===== config.mk =====
export PLATFORM = sky130hd
export DESIGN_NAME = wb_timer
export DESIGN_NICKNAME = d
export VERILOG_FILES = /design/src/rtl/wb_timer_pkg.sv /design/src/rtl/wb_timer_presc.sv /design/src/rtl/wb_timer.sv
export SDC_FILE = /design/constraint.sdc
export NUM_CORES = 1
export LEC_CHECK = 0
export ABC_AREA = 0
export ABC_CLOCK_PERIOD_IN_PS = 2820
export CAP_MARGIN = 20
export CORE_ASPECT_RATIO = 0.9
export CORE_MARGIN = 4
export CORE_UTILIZATION = 60
export DETAILED_ROUTE_END_ITERATION = 16
export GPL_TIMING_DRIVEN = 0
export PLACE_DENSITY = 0.92
export SLEW_MARGIN = 40
export SYNTH_ARGS = -nofsm -noshare
export SYNTH_HDL_FRONTEND = slang
export SYNTH_HIERARCHICAL = 1
export SYNTH_SLANG_ARGS = --single-unit

===== constraint.sdc =====
create_clock -name clk_i -period 2.82 [get_ports clk_i]
set_input_delay 0.564 -clock clk_i [delete_from_list [all_inputs] [get_ports clk_i]]
set_output_delay 0.564 -clock clk_i [all_outputs]
set_load 0.005 [all_outputs]

===== src/rtl/wb_timer_pkg.sv =====
// wb_timer shared definitions: register indices, CTRL layout, defaults.
// Byte-lane merge helper used by every writable register.
package wb_timer_pkg;

    typedef enum logic [2:0] {
        REG_MTIME_LO = 3'd0,
        REG_MTIME_HI = 3'd1,
        REG_CMP_LO   = 3'd2,
        REG_CMP_HI   = 3'd3,
        REG_CTRL     = 3'd4
    } reg_idx_e;

    localparam int CTRL_EN        = 0;
    localparam int CTRL_PRESC_LSB = 8;

    localparam logic [63:0] RESET_CMP_DEF = 64'hFFFF_FFFF_FFFF_FFFF;

    function automatic logic [31:0] be_merge(
        input logic [31:0] old,
        input logic [31:0] wd,
        input logic [3:0]  be
    );
        logic [31:0] r;
        r = old;
        for (int i = 0; i < 4; i++) begin
            if (be[i]) r[8*i +: 8] = wd[8*i +: 8];
        end
        return r;
    endfunction

endpackage


===== src/rtl/wb_timer_presc.sv =====
// wb_timer prescaler: one tick every presc+1 cycles while enabled.
// Counter restarts from zero whenever CTRL is written.
module wb_timer_presc
    import wb_timer_pkg::*;
#(
    parameter int W = 8
) (
    input  logic         clk,
    input  logic         rst_n,
    input  logic         en,
    input  logic         clr,
    input  logic [W-1:0] presc,
    output logic         tick
);

    logic [W-1:0] cnt;

    assign tick = en & (cnt == presc);

    // divide counter, wraps on each tick
    always_ff @(posedge clk or negedge rst_n) begin
        if (!rst_n) begin
            cnt <= '0;
        end else if (clr) begin
            cnt <= '0;
        end else if (en) begin
            cnt <= tick ? '0 : cnt + 1'b1;
        end
    end

endmodule


===== src/rtl/wb_timer.sv =====
// wb_timer: 64-bit machine timer, Wishbone responder, level timer irq.
// Optional prescaler is built when TIMER_PRESC_EN is defined.
module wb_timer
    import wb_timer_pkg::*;
#(
    parameter logic [63:0] RESET_CMP = RESET_CMP_DEF,
    parameter int          PRESC_W   = 8
) (
    input  logic        clk_i,
    input  logic        rst_in,
    input  logic        cyc_i,
    input  logic        stb_i,
    input  logic        we_i,
    input  logic [3:0]  be_i,
    input  logic [2:0]  adr_i,
    input  logic [31:0] dat_i,
    output logic [31:0] dat_o,
    output logic        ack_o,
    output logic        tirq_o
);

`ifdef TIMER_PRESC_EN
    localparam bit PRESC_EN = 1'b1;
`else
    localparam bit PRESC_EN = 1'b0;
`endif

    localparam logic [31:0] PRESC_FIELD =
        32'(((64'd1 << PRESC_W) - 64'd1) << CTRL_PRESC_LSB);
    localparam logic [31:0] CTRL_MASK =
        (32'd1 << CTRL_EN) | (PRESC_EN ? PRESC_FIELD : 32'd0);

    logic [63:0] mtime;
    logic [63:0] mtimecmp;
    logic [63:0] mtime_nxt;
    logic [31:0] ctrl;
    logic [31:0] hi_shadow;
    logic [31:0] rdata;
    logic        req;
    logic        wr;
    logic        en;
    logic        tick;

    assign req = cyc_i & stb_i & ~ack_o;
    assign wr  = req & we_i;
    assign en  = ctrl[CTRL_EN];

`ifdef TIMER_PRESC_EN
    wb_timer_presc #(
        .W(PRESC_W)
    ) u_presc (
        .clk   (clk_i),
        .rst_n (rst_in),
        .en    (en),
        .clr   (wr && (adr_i == REG_CTRL)),
        .presc (ctrl[CTRL_PRESC_LSB +: PRESC_W]),
        .tick  (tick)
    );
`else
    assign tick = en;
`endif

    // next mtime: any mtime write wins over the increment for the cycle
    always_comb begin
        mtime_nxt = mtime;
        if (wr && adr_i == REG_MTIME_LO) begin
            mtime_nxt[31:0] = be_merge(mtime[31:0], dat_i, be_i);
        end else if (wr && adr_i == REG_MTIME_HI) begin
            mtime_nxt[63:32] = be_merge(mtime[63:32], dat_i, be_i);
        end else if (tick) begin
            mtime_nxt = mtime + 64'd1;
        end
    end

    // read mux; MTIME_HI returns the snapshot taken by the last LO read
    always_comb begin
        rdata = 32'd0;
        case (adr_i)
            REG_MTIME_LO: rdata = mtime[31:0];
            REG_MTIME_HI: rdata = hi_shadow;
            REG_CMP_LO:   rdata = mtimecmp[31:0];
            REG_CMP_HI:   rdata = mtimecmp[63:32];
            REG_CTRL:     rdata = ctrl;
            default:      rdata = 32'd0;
        endcase
    end

    // timer state and register writes
    always_ff @(posedge clk_i or negedge rst_in) begin
        if (!rst_in) begin
            mtime     <= 64'd0;
            mtimecmp  <= RESET_CMP;
            ctrl      <= 32'd0;
            hi_shadow <= 32'd0;
        end else begin
            mtime <= mtime_nxt;
            if (req && !we_i && adr_i == REG_MTIME_LO) begin
                hi_shadow <= mtime[63:32];
            end
            if (wr && adr_i == REG_CMP_LO) begin
                mtimecmp[31:0] <= be_merge(mtimecmp[31:0], dat_i, be_i);
            end
            if (wr && adr_i == REG_CMP_HI) begin
                mtimecmp[63:32] <= be_merge(mtimecmp[63:32], dat_i, be_i);
            end
            if (wr && adr_i == REG_CTRL) begin
                ctrl <= be_merge(ctrl, dat_i, be_i) & CTRL_MASK;
            end
        end
    end

    // bus response: one-cycle ack, read data held between accesses
    always_ff @(posedge clk_i or negedge rst_in) begin
        if (!rst_in) begin
            ack_o <= 1'b0;
            dat_o <= 32'd0;
        end else begin
            ack_o <= req;
            if (req) begin
                dat_o <= we_i ? 32'd0 : rdata;
            end
        end
    end

    // registered compare drives the interrupt level
    always_ff @(posedge clk_i or negedge rst_in) begin
        if (!rst_in) begin
            tirq_o <= 1'b0;
        end else begin
            tirq_o <= en & (mtime >= mtimecmp);
        end
    end

endmodule


# Word-level counts from Yosys, hierarchy flattened
# Index checks and enable logic that the tools add are counted.
[op_classes]
muxes = 10
n_bitwise = 6
eq_ne = 13
magnitude_cmp = 1
n_addsub = 1
n_reduce_logical = 28
[op_table]
columns = ["op", "count"]
rows = [
  ["one-hot mux 32 bit (5 select lines)", 1],
  ["two-way mux 32 bit", 4],
  ["adder 64 x 1 -> 64 bit, second input constant", 1],
  ["greater-or-equal comparator 64 bit", 1],
  ["two-way mux 64 bit", 1],
  ["two-way mux 8 bit", 4],
  ["AND reduction 3 bit", 8],
  ["!= test 2 bit, second input constant", 9],
  ["AND reduction 2 bit", 9],
  ["logical AND 1 bit", 7],
  ["equality test 3 x 2 -> 1 bit, second input constant", 2],
  ["AND 1 bit", 4],
  ["nonzero test 2 bit", 2],
  ["equality test 3 x 1 -> 1 bit, second input constant", 1],
  ["equality test 3 bit, second input constant", 1],
  ["zero test 3 bit", 1],
  ["NOT 1 bit", 2],
  ["zero test 1 bit", 1],
]
[word_totals]
wordCells = 80
in_bits = 44
output_inout_bits = 34
reg_bits = 195

# Logic depth before layout (Yosys ltp)
[depth]
depth_word = 6
depth_mapped = 10
ltp_nobuf = 8

# Worst setup path before layout
# Ideal clock, no wire load.
[synth_path]
kind = "register -> register"
from = "register mtime[1]"
to = "register mtime[56]"
path_stages_with_launch = 9
path_slack_ns = 0.567
arrival_time_ns = 2.131
t_required_ns = 2.698
setup_time_ns = 0.122
path_buffers = 1
period_less_slack_ns = 2.253
path_cell_list = "dfrtp_1 > ha_1 > and3_1 > nand3_1 > or4_1 > buf_2 > nor3_1 > a31oi_1 > a2bb2oi_1"
[synth_via]
elab_chain_len = 3
[synth_rtl]
columns = ["element", "line_no", "source"]
rows = [
  ["start, declared", "wb_timer.sv:33", "logic [63:0] mtime;"],
  ["start signal, assigned", "wb_timer.sv:96", "mtime <= mtime_nxt;"],
  ["adder 64 x 1 -> 64 bit", "wb_timer.sv:71", "mtime_nxt = mtime + 64'd1;"],
  ["two-way mux 64 bit", "wb_timer.sv:70", "end else if (tick) begin"],
  ["two-way mux 32 bit", "wb_timer.sv:68", "end else if (wr && adr_i == REG_MTIME_HI) begin"],
]
# Every way passes these cells. The select of a mux whose other input is x is not followed.
# A chain may end at the register's enable or synchronous reset.

# Worst setup path in the final report
[layout_path]
from = "input port adr_i[1]"
to = "register dat_o[26]"
[layout_via]
elab_chain_len = 3
word_cells_on_any_way = 7
classes_between = "eq/ne: 4; mux: 2; reduce/logical: 1"
[layout_rtl]
columns = ["element", "line_no", "source"]
rows = [
  ["start, declared", "wb_timer.sv:15", "input logic [2:0] adr_i,"],
  ["equality test 3 bit, or another cell as far along", "wb_timer.sv:78", "case (adr_i)"],
  ["one-hot mux 32 bit (5 select lines) (*)", "wb_timer.sv:78", ""],
  ["two-way mux 32 bit (*)", "wb_timer.sv:120", "dat_o <= we_i ? 32'd0 : rdata;"],
  ["end signal, assigned", "wb_timer.sv:120", ""],
  ["end, declared", "wb_timer.sv:17", "output logic [31:0] dat_o,"],
]
# Mark *: on every way between the ends. The rest lies on a longest branch, timed or not.

==> flow_summary.yaml <==
critical_path:
  timing.critical_path.slowest_stage_cell: "sky130_fd_sc_hd__clkdlybuf4s50_1"
  critical-path-top-cell-by-count: "sky130_fd_sc_hd__clkbuf_1"
  timing.critical_path.from_type: "input pin"
  crit_chain: "clkdlybuf4s50_1 -> clkbuf_1 -> and2_1 -> clkbuf_1 -> buf_1 -> a221oi_1 -> o21ai_0"
  cp_data_required_time_ns: 3.18
  setup.worst_path.class: "in2reg"
  arrival_ns: 3.18
  critical_path_peak_fanout: 10
  timing.critical_path.slowest_cell_delay_ns: 0.59
  crit_path_end_kind: "register"
floorplanning:
  die_h_um: 140
  die_area_mm2: 0.0216
  floorplan.io_pins: 78
  initial_utilization_pct: 62.0
  rows: 47
  core_mm2: 0.0186
  fp.dieW_um: 154
cells_and_area:
  final-seq-area_mm2: 0.00496
  final_nets: 1411
  layoutNonFillerInstCount: 1560
  insertedDiodeCount: 0
  fill_cells: 1333
  area_delta_synth_final_pct: 16.2
  finalCoreUtilization_pct: 72.1
  multi_input_area_mm2: 0.00615
  drive_gt1_share_pct: 19.9
clock_tree:
  cts-buffers-inserted: 17
  cts_buffer_depth: 2
  clock_insertion_delay_worst_skew_ns: 0.45
  clock-sinks: 195
  path_clk_slew_ns: 0.08
  tritoncts_clock_tree: "built"
  cts.root.buffer_cell: "sky130_fd_sc_hd__clkbuf_16"
  ctsHtreeMaxLevel: 4
  ctsHoldBuffers: 0
synth:
  synth_top_cell_by_area: "sky130_fd_sc_hd__dfrtp_1"
  synthMostInstantiatedCell: "sky130_fd_sc_hd__dfrtp_1"
  postSynthNetCount: 1315
  synthesis.area_mm2: 0.0116
  ys_dominant_reg_cell: "sky130_fd_sc_hd__dfrtp_1"
  synth_top_cells_by_area: "sky130_fd_sc_hd__dfrtp_1 (28%), sky130_fd_sc_hd__dfstp_2 (15%), sky130_fd_sc_hd__mux2_2 (9.1%), sky130_fd_sc_hd__ha_1 (7.0%), sky130_fd_sc_hd__a21oi_1 (4.4%)"
  synth_edf_count: 0
  yosysUniqueCellTypes: 73
  async_flop_share_pct: 100
  ys_seq_area_share_pct: 42.9
  synth_top_area_share_pct: 28.3
  postSynthRegisterBits: 195
  ys.warnings.count: 6
  top_cells_by_instance_count_after_synthesis: "sky130_fd_sc_hd__dfrtp_1 (131), sky130_fd_sc_hd__nand2_1 (111), sky130_fd_sc_hd__a21oi_1 (101)"
  netlist_instances: 1206
  average_cell_area_after_synthesis_um2: 9.59
detailed_routing:
  drc_errors: 0
  postRouteAntennaNets: 0
  route.detailed.vias_per_inst: 7.03
  count_of_vias_placed_by_the_detailed_router: 10966
  drt_pass1_iterations: 6
  postRouteWirelength_um: 40700
  starting_drt_drc_count: 1564
  routedWlPerCell_um: 26.1
place:
  place_inst: 1527
  port_buffers: 74
  place_congestion: 1.02
  dp.final_hpwl_um: 29100
global_route:
  number_of_antenna_violations_at_the_first_check_in_global_routing: 0
  global_route_met2_utilization_pct: 56.9
  grt_pass1_wl_um: 62800
  grt_util_met3_pct: 10.5
  global_route_met1_utilization_pct: 50.5
  gr_usage_total_pct: 37.5
  pin_count_of_the_biggest_net_entering_global_routing: 77
  grt.busiest_layer: "met2"
  globalRouteOverflowTotal: 0
  grt_pass1_vias: 10912
power_and_ir_drop:
  irDropWorstVdd_v: 0.000366
  power_leakage_nw: 5.61
  pwr_density_cell_mw_per_mm2: 565
outcome:
  run_status: "complete, but fails checks"
  violations: "setup timing"
timing:
  setup_viol_count_final: 1
  worst-slew-pin-transition_ns: 0.912
  hold_ws_ns: 0.0175
  slew_violations: 0
  finalCriticalPeriod_ns: 2.82
  timing_hold_violations_final: 0
  final_min_period_over_clock_period_pct: 100
  slew_headroom_pct: 39.2
  timing.clock.skew_ns: 0.0151
  rsz0062_at_grt: "yes"
  max_freq_mhz: 354
  fin_ws_ns: -0.00151
job:
  maxCapViolations: 0
hold_path:
  worst_hold_path_type: "in2async"
## report_power, final
group | leakage, nW | total, mW | switching, mW | internal (mW)
logic | 2.89 | 1.54 | 0.901 | 0.644
registers | 2.42 | 3.46 | 0.324 | 3.14
clock network | 0.299 | 2.58 | 1.22 | 1.36
total | 5.61 | 7.59 | 2.45 | 5.15
## registers in the layout, summed over array words and instances (netlist names)
register / flops
mtimecmp: 64
dat_o: 32
mtime: 64
ctrl: 1
hi_shadow: 32
tirq_o: 1
ack_o: 1
## metrics by stage
stage / power, mW / area [um^2] / TNS, ns / worst slack [ns]
4_1_cts: 7.49 / 13300 / -0.240 / -0.0288
3_3_place_gp: 4.84 / 12600 / -1214.64 / -6.80
2_1_floorplan: 4.30 / 11600 / 0 / 0.567
3_5_place_dp: 4.95 / 12700 / -56.91 / -0.560
5_1_grt: 7.88 / 13400 / -0.130 / -0.0317
6_report: 7.59 / 13400 / -0.00151 / -0.00151
## worst paths after layout
kind / start / end / slack, ns / cells after the start
hold / removal: rst_in / dat_o[12] / 0.02 / 1
max in group asynchronous: rst_in / mtimecmp[30] / 2.02 / 2
setup / recovery: adr_i[1] / dat_o[26] / -0.002 / 7
setup reg to reg: mtime[1] / mtime[62] / 0.05 / 8
min in group clk_i: dat_o[10] / dat_o[10] / 0.48 / 2
hold reg to reg: dat_o[10] / dat_o[10] / 0.48 / 2
## cells in the final DEF, fill, tap and decap left out, drive strengths merged, types with 13 or more instances in the layout
master | netlist | final
a21oi | 102 | 102
a221oi | 36 | 36
a22o | 32 | 32
a2bb2oi | 15 | 15
a31oi | 15 | 15
and3 | 18 | 18
and4 | 15 | 15
buf | 19 | 24
clkbuf | 50 | 67
clkdlybuf4s50 | 0 | 73
dfrtp | 131 | 131
dfstp | 64 | 64
ha | 65 | 65
inv | 79 | 85
mux2 | 93 | 93
nand2 | 111 | 111
nand3 | 48 | 48
nand4 | 40 | 40
nor2 | 52 | 52
nor3 | 13 | 13
o21ai | 88 | 88
o22ai | 19 | 19
## final cells by class
cell class,instances,area share [%]
multi-input combinational,863,45.7
sequential,195,36.9
timing repair buffer,80,6.18
clock buffer,18,3.27
tap,245,2.28
inverter,79,2.21
buffer,66,2.14
clock inverter,14,1.24
## kinds of logic (layout without fill, tap and decap cells)
logic type	after synthesis	in the layout	share of synthesized area [%]
AO/OA/AOI/OAI	368	368	20.8
AND/OR/NAND/NOR	335	335	15.1
flip-flops	195	195	42.9
buffers and inverters	148	257	4.98
multiplexers	95	95	9.23
adder cells (fa/ha/maj)	65	65	7.03
## what timing repair did
action	CTS	global route
pin swaps	0	2
buffers inserted	0	4
endpoints found under the setup margin	46	107
gates resized for setup	8	32
## critical path, delay by kind of cell
| kind | cells | cell delay [ns] |
|---|---|---|
| buffers and inverters | 4 | 2.00 |
| AOI/OAI and AO/OA | 2 | 0.42 |
| and+or+nand+nor | 1 | 0.20 |
## per-layer routing
metal | share of wire, % | vias to the layer above
met5 | 0 | -
met4 | 5.0 | 0
met3 | 12 | 178
met2 | 44 | 807
met1 | 39 | 5261
li1 | - | 4720
No activity file was read; power rests on OpenSTA's default activity.
